==> src/rtl/spr_sharp_ctrl.sv <==
// Sequencer for the SPR sharpness-amount datapath: hs/vs/de tracking, shp_en/shp_sel generation,
// frame-latched config and amount-valid flagging. Optional line-length checker: SPR_SHARP_LEN_CHK_EN.
module spr_sharp_ctrl #(
    parameter int H_W       = 12,
    parameter int V_W       = 12,
    parameter int PIPE_LAT  = 4,
    parameter int BORDER_PX = 2
) (
    input  logic           clk,
    input  logic           rst,
    input  logic           i_hs,
    input  logic           i_vs,
    input  logic           i_de,
    input  logic           cfg_sharp_en,
    input  logic           cfg_sharp_prt,
    input  logic [H_W-1:0] cfg_h_active,
    output logic           o_hs,
    output logic           o_vs,
    output logic           shp_en,
    output logic           shp_sel,
    output logic           spr_sharp_prt,
    output logic           o_amt_vld,
    output logic [H_W-1:0] o_x,
    output logic [V_W-1:0] o_y,
    output logic           o_frame_start,
    output logic           o_len_err
);

    localparam int FW = $clog2(PIPE_LAT + 1);
    localparam logic [FW-1:0]  FILL_MAX = FW'(PIPE_LAT);
    localparam logic [H_W-1:0] LAT_H    = H_W'(PIPE_LAT);
    localparam logic [H_W:0]   BPX_W    = (H_W + 1)'(BORDER_PX);
    localparam logic [H_W:0]   BPX2_W   = (H_W + 1)'(2 * BORDER_PX);

    typedef enum logic [1:0] {S_IDLE, S_VBLANK, S_LINE, S_HBLANK} state_t;

    state_t         state, state_nxt;
    logic           hs_d, vs_d;
    logic [H_W-1:0] x_cnt, x_cnt_nxt, line_len_r, line_len_nxt;
    logic [FW-1:0]  fill, fill_nxt;
    logic [V_W-1:0] y_cnt, y_nxt;
    logic           en_shadow, prt_shadow;

    logic           vs_rise, hs_rise, hs_fall, line_start, in_line, pix, en_c, sel_c, vld_c;
    logic           frame_start_c, line_end_c;
    logic [H_W-1:0] x_eff;
    logic [FW-1:0]  fill_eff;
    logic [H_W:0]   x_w, len_w;

    // The hs-rise cycle already carries the first pixel, so the line is "live" before the state flips.
    always_comb begin
        vs_rise    = i_vs & ~vs_d;
        hs_rise    = i_hs & ~hs_d;
        hs_fall    = ~i_hs & hs_d;
        line_start = (state == S_VBLANK || state == S_HBLANK) && i_vs && hs_rise;
        in_line    = i_vs && i_hs && (state == S_LINE || line_start);
        x_eff      = line_start ? '0 : x_cnt;
        fill_eff   = line_start ? '0 : fill;
        pix        = in_line & i_de;
        en_c       = pix & en_shadow;
        x_w        = {1'b0, x_eff};
        len_w      = {1'b0, line_len_r};
        sel_c      = (len_w <= BPX2_W) || (x_w < BPX_W) || (x_w >= len_w - BPX_W);
        vld_c      = en_c && (fill_eff == FILL_MAX);
    end

    always_comb begin
        state_nxt     = state;
        x_cnt_nxt     = x_cnt;
        fill_nxt      = fill;
        line_len_nxt  = line_len_r;
        y_nxt         = y_cnt;
        frame_start_c = 1'b0;
        line_end_c    = 1'b0;
        if (!i_vs) begin
            state_nxt = S_IDLE;
        end else begin
            case (state)
                S_IDLE: if (vs_rise) begin
                    state_nxt     = S_VBLANK;
                    frame_start_c = 1'b1;
                    y_nxt         = '0;
                    line_len_nxt  = cfg_h_active;
                end
                S_VBLANK, S_HBLANK: if (hs_rise) state_nxt = S_LINE;
                S_LINE: if (hs_fall) begin
                    state_nxt    = S_HBLANK;
                    line_len_nxt = x_cnt;
                    y_nxt        = y_cnt + 1'b1;
                    line_end_c   = 1'b1;
                end
                default: state_nxt = S_IDLE;
            endcase
        end
        if (in_line) begin
            x_cnt_nxt = (pix && x_eff != '1) ? x_eff + 1'b1 : x_eff;
            fill_nxt  = (en_c && fill_eff != FILL_MAX) ? fill_eff + 1'b1 : fill_eff;
        end
    end

    // vs_d resets high so a vs already high at reset release is not taken as a frame start.
    always_ff @(posedge clk) begin
        if (rst) begin
            state         <= S_IDLE;
            hs_d          <= 1'b0;
            vs_d          <= 1'b1;
            x_cnt         <= '0;
            fill          <= '0;
            y_cnt         <= '0;
            line_len_r    <= cfg_h_active;
            en_shadow     <= 1'b0;
            prt_shadow    <= 1'b0;
            o_hs          <= 1'b0;
            o_vs          <= 1'b0;
            shp_en        <= 1'b0;
            shp_sel       <= 1'b0;
            o_amt_vld     <= 1'b0;
            o_x           <= '0;
            o_frame_start <= 1'b0;
        end else begin
            state         <= state_nxt;
            hs_d          <= i_hs;
            vs_d          <= i_vs;
            x_cnt         <= x_cnt_nxt;
            fill          <= fill_nxt;
            y_cnt         <= y_nxt;
            line_len_r    <= line_len_nxt;
            if (frame_start_c) begin
                en_shadow  <= cfg_sharp_en;
                prt_shadow <= cfg_sharp_prt;
            end
            o_hs          <= i_hs;
            o_vs          <= i_vs;
            shp_en        <= en_c;
            shp_sel       <= pix & sel_c;
            o_amt_vld     <= vld_c;
            o_x           <= vld_c ? x_eff - LAT_H : '0;
            o_frame_start <= frame_start_c;
        end
    end

    assign o_y           = y_cnt;
    assign spr_sharp_prt = prt_shadow;

`ifdef SPR_SHARP_LEN_CHK_EN
    logic len_err_r;
    always_ff @(posedge clk) begin
        if (rst || frame_start_c)                       len_err_r <= 1'b0;
        else if (line_end_c && x_cnt != cfg_h_active)   len_err_r <= 1'b1;
    end
    assign o_len_err = len_err_r;
`else
    assign o_len_err = 1'b0;
`endif

endmodule

==> config.mk <==
export PLATFORM = sky130hd
export DESIGN_NAME = spr_sharp_ctrl
export DESIGN_NICKNAME = d
export VERILOG_FILES = /design/src/rtl/spr_sharp_ctrl.sv
export SDC_FILE = /design/constraint.sdc
export NUM_CORES = 1
export LEC_CHECK = 0
export CAP_MARGIN = 20
export CORE_ASPECT_RATIO = 1.2
export CORE_UTILIZATION = 43
export DETAILED_ROUTE_END_ITERATION = 16
export PLACE_DENSITY = 0.74
export REMOVE_ABC_BUFFERS = 1
export SETUP_SLACK_MARGIN = 0.15
export SLEW_MARGIN = 20
export SYNTH_ARGS = -nofsm -noshare
export SYNTH_HDL_FRONTEND = slang
export SYNTH_SLANG_ARGS = --single-unit
==> constraint.sdc <==
create_clock -name clk -period 2.7 [get_ports clk]
set_clock_uncertainty 0.1 [all_clocks]
set_input_delay 0.27 -clock clk [delete_from_list [all_inputs] [get_ports clk]]
set_output_delay 0.27 -clock clk [all_outputs]
set_load 0.02 [all_outputs]
== Word-level counts from Yosys, hierarchy flattened ==
Cells that the tools add are included.
Operators by class
  add/subtract/negate cells: 5
  $lt $le $gt $ge: 3
  eq/ne operators: 11
  multiplexer cells: 19
  bitwise logic cells: 11
  reductions and logical operators: 21
Operators by type and width (number)
  $mux W12: 8
  $pmux W12 S2: 2
  $add A12 B1 Y12 const B: 2
  $ge A12 B13 Y1: 1
  $sub A12 B2 Y13 const B: 1
  $le A12 B3 Y1 const B: 1
  $lt A12 B2 Y1 const B: 1
  $ne A12 B12 Y1 const B: 1
  $sub A12 B3 Y12 const B: 1
  $ne A3 B3 Y1 const B: 3
  $reduce_and A4 Y1: 2
  $logic_and A1 B1 Y1: 7
  $and A1 B1 Y1: 6
  $mux W2: 3
  $mux W3: 2
  $ne A2 B2 Y1 const B: 3
  $pmux W2 S3: 1
  $reduce_or A2 Y1: 3
  $not A1 Y1: 5
  $eq A2 B2 Y1 const B: 2
  $logic_or A1 B1 Y1: 4
  $reduce_bool A2 Y1: 2
  $add A3 B1 Y3 const B: 1
  $eq A3 B3 Y1 const B: 1
  other kinds (5): 7
Storage, ports and cells
  register bits: 62
  input bits: 19
  output and inout port bits: 32
  logic and storage cells: 85

== Logic depth before layout (Yosys ltp) ==
  depth after elaboration: 11
  depth in mapped cells: 11

== Worst setup path before layout ==
No wires, ideal clock.
  path kind: register to register
  start point: register hs_d
  end point: register x_cnt[7]
  library setup time: 123 ps
  arrival: 2529 ps
  required time: 2477 ps
  path slack: -52 ps
  stages on the path, launching flop included: 11
  path buffers: 1
  clock period less this slack: 2752 ps
  cell sequence: dfxtp_1 nand4b_2 clkbuf_1 nand2_1 inv_1 ha_1 nand4_1 nor4b_4 nor4_4 nand3_1 mux2_1
On the way
  word-level cells in the longest chain between the ends: 8
Ends and longest elaborated chain
  start, declared: line 38  | logic hs_d, vs_d;
  start signal, assigned: line 122  | hs_d <= i_hs;
  $not A1 Y1 *: line 53  | hs_rise = i_hs & ~hs_d;
  $and A1 B1 Y1 *: line 53
  $logic_and A1 B1 Y1 *: line 55  | line_start = (state == S_VBLANK || state == S_HBLANK) && i_vs && hs_rise;
  branches (longest 5 deep; another with $add A12 B1 Y12)
  end signal, assigned: line 124  | x_cnt <= x_cnt_nxt;
  end, declared: line 39  | logic [H_W-1:0] x_cnt, x_cnt_nxt, line_len_r, line_len_nxt;
Every way passes the cells marked *.
A chain may end at the register's enable or synchronous reset.

== Worst setup path in the final report ==
  start point: register line_len_r[1]
  end point: register shp_sel
On the way
  word-level cells in the longest chain between the ends: 4
Ends and longest elaborated chain
  start, declared: line 39
  start signal, assigned: line 110  | line_len_r <= cfg_h_active;
  start signal, assigned: line 127  | line_len_r <= line_len_nxt;
  $sub A12 B2 Y13 / $le A12 B3 Y1 (equally long branches): line 63  | sel_c = (len_w <= BPX2_W) || (x_w < BPX_W) || (x_w >= len_w - BPX_W);
  $ge A12 B13 Y1 / $logic_or A1 B1 Y1 (equally long branches): line 63
  $logic_or A1 B1 Y1 *: line 63
  $and A1 B1 Y1 *: line 135  | shp_sel <= pix & sel_c;
  end signal, assigned: line 135
  end, declared: line 20  | output logic shp_sel,
Mark *: on every way between the ends. The rest lies on a longest branch, timed or not.

==> metrics <==
run status=finished clean; sequential fraction of the synthesis area=0.4093; DRT Pass-1 Iters=4; first-pass GRT wire length=12970 µm; Synth Flop Type=dfxtp_1; Clk Latency, worst-skew pair=0.34 ns; Starting Density=0.4519; Unique masters post-synth=56; final hold violations=0; Num Clock Sinks=62; area grow syn2layout=27.58%; htree depth=3; Ports=between 50 and 60; fin area=around 4200 µm²; RSZ-0062 raised after global routing=true; clock tree from TritonCTS=built; critical path launch point type=flip-flop; Clk pin slew, worst setup/hold paths=roughly 0.070 ns; placed insts=between 500 and 600; diode count=0; GR Overflow Total=0; root buf cell=clkbuf_8; via count=2815; top cell type's share of synthesized area=0.3010; WS Path Type=flip-flop to flip-flop; HP Start=cfg_sharp_prt; Total GRT Usage=0.2102; number of port buffers=49; Syn. warnings=0; Avg Inst Size Synth=9.238 µm²; Pins Over Slew Limit=0; Logic pwr share=0.068; CP peak stage delay=around 0.4 ns; leakage power=around 0.0017 µW; most used cell, CP=or3_4; Sw Pwr=434.4 µW; pin count of the biggest net entering global routing=20; DR vias/cell=between 5 and 6; MaxCap Viol Count=0; Starting DRT DRC Count=166; sw frac=0.2272; Internal Power=~1500 µW; fin cells=522; Die ar.=8091 µm²; DR WL/cell=between 10 and 15 µm; post-synthesis register bit count=62; core area=7360 µm²; worst path cell trace=or3_4 -> or3_4 -> buf_6 -> inv_2 -> nand2_2 -> xor2_1 -> ha_1 -> o21ai_0 -> nand2b_1 -> a21oi_2 -> nor4_1 -> a22o_1; depth of the worst hold-timing path=3; final wirelength=7598 µm; required time worst endpoint=2.84 ns; CP delay by family, top=simple AND/OR/NAND/NOR gates; nets@finish=466; R2R Setup Slk=slightly above 0.05 ns; Final period util=0.9808; CP arrival=2.79 ns; ranking of synthesized cells by area=dfxtp_1 30%, edfxtp_1 11%, ha_1 7.5%; slowest CP cell=or3_4; Reg2Reg Depth=12; clk buf depth=2; Num CTS Buffers=9; headroom to the max-slew limit=0.5334; Tmin final=2.648 ns; Worst VDD drop=0.3660 mV; drt drc=0; Placer Congestion=0.9486; hold worst-path end=spr_sharp_prt; # rows=34; leading area contributor after synthesis=dfxtp_1; initial antenna violation count=0; CP Capture Type=flip-flop; reg-to-reg endpoint=shp_sel; Buf/Inv on CP=2; chip height=98.34 µm; detailed placement HPWL=~5600 µm; RR Startpoint=line_len_r[1]; Syn Inst Count=360; number of enable flip-flop cells after synthesis=12; mapped cell area=approximately 3300 µm²; fraction of layout cells with a size suffix above 1=0.1551; Routed Antenna Nets=0; placed cell area=4010 µm²; worst hold path class=primary input to flip-flop; clock network power share=0.421; vias in the first global route=approximately 2.8k; Cell Pwr Density=450.7 nW/µm²; Setup violations, final=0; hold buffer count at CTS=0; crit path max fanout=3; fmax=377.6 MHz; die span in x=82.28 µm; Post-synth ARST share=0; Least-Margin Pin Slew=a little under 0.7 ns; sequential power share=0.511
==> logic make-up (layout without fill, tap and decap cells) <==
| family | count (synthesis) | count (layout) | share of synthesized area |
|---|---|---|---|
| other | 1 | 1 | 0.001128 |
| AO/OA/AOI/OAI | 51 | 51 | 0.09632 |
| XOR/XNOR | 33 | 33 | 0.08691 |
| adder cells (fa/ha/maj) | 20 | 20 | 0.07524 |
| buffers and inverters | 34 | 106 | 0.04439 |
| multiplexers | 13 | 13 | 0.04402 |
| flip-flops | 62 | 62 | 0.4093 |
| AND/OR/NAND/NOR | 146 | 146 | 0.2427 |
==> registers in the layout (all words and copies together), names as in the netlist <==
name,cells
x_cnt,12
fill,3
o_vs,1
hs_d,1
o_y,12
vs_d,1
spr_sharp_prt,1
line_len_r,12
shp_sel,1
en_shadow,1
shp_en,1
state,2
o_amt_vld,1
o_x,12
o_frame_start,1
==> worst max path at each step <==
stage	depth (start not counted)	endpoint	slack (ns)	start
floorplan	9	x_cnt[7]	-0.03	hs_d
global placement	12	shp_sel	0.06	line_len_r[1]
detailed placement	10	shp_sel	-0.007	i_hs
CTS	12	shp_sel	0.03	line_len_r[1]
global route	10	shp_sel	-0.09	line_len_r[3]
finish	12	shp_sel	0.05	line_len_r[1]
==> Yosys cell counts (8+ instances only) <==
master / instances
dfxtp_1: 50
nor2_1: 38
nand2_1: 28
ha_1: 20
inv_1: 19
nand3_1: 19
a21oi_1: 18
xnor2_1: 18
xor2_1: 15
edfxtp_1: 12
mux2_2: 12
clkbuf_1: 10
o21ai_0: 10
nand2b_1: 8
==> stage by stage <==
step | utilization | TNS [ns] | setup slack (ns) | hold WS, ns | total power, µW
final | 0.5765 | 0 | 0.05178 | 0.3751 | 1912
after global routing | 0.5765 | -0.08595 | -0.08595 | 0.3871 | 1997
after CTS | 0.5740 | 0 | 0.03392 | 0.3611 | 1926
after detailed placement | 0.5449 | -0.006582 | -0.006582 | 0.4115 | 1122
after global placement | 0.5449 | 0 | 0.06385 | 0.3779 | 1117
after floorplan | - | -0.05609 | -0.03366 | 0.2391 | 1055
==> placed cells by master (no fill, tap or decap), types with 16 or more instances in the layout <==
| cell | count |
|---|---|
| dfxtp_1 | 50 |
| nor2_1 | 38 |
| a21oi_1 | 16 |
| nand3_1 | 19 |
| buf_4 | 21 |
| inv_1 | 18 |
| nand2_1 | 27 |
| clkdlybuf4s50_1 | 49 |
| xnor2_1 | 18 |
| ha_1 | 20 |
==> cell type report <==
type / instances / area (µm²)
well taps: 90 / 112.6
repair buffers: 71 / 659.4
fillers: 660 / 3117
clock buffers: 12 / 145.1
flip-flops and latches: 62 / 1361
clock inverters: 4 / 46.29
multi-input cells: 264 / 1847
inverters: 19 / 71.32
==> power by group through the flow <==
stage | logic, µW | registers, µW | clock network [µW]
6_report | 130 | 977 | 806
5_1_grt | 142 | 978 | 877
4_1_cts | 129 | 976 | 822
3_5_place_dp | 126 | 996 | 0
3_3_place_gp | 121 | 995 | 0
2_1_floorplan | 58.9 | 996 | 0
==> per-layer routing <==
metal,share of wire,vias to the layer above,global-route usage
li1,-,1389,-
met5,0,-,0
met3,0.049,17,0.05327
met4,0.024,0,0.08367
met2,0.51,82,0.3592
met1,0.42,1327,0.2443
==> repair_timing <==
item,in CTS,in global routing
setup endpoints to repair,1,1
pin swaps,1,0
setup buffers,1,0
gates resized for setup,4,7
==> worst min-delay path: cells and delay by family <==
family          cells  cell delay, ns
compound gates      1            0.05
buf+inv             1            0.39
simple gates        1            0.05
Note: power is estimated with default switching activity, not from simulation.
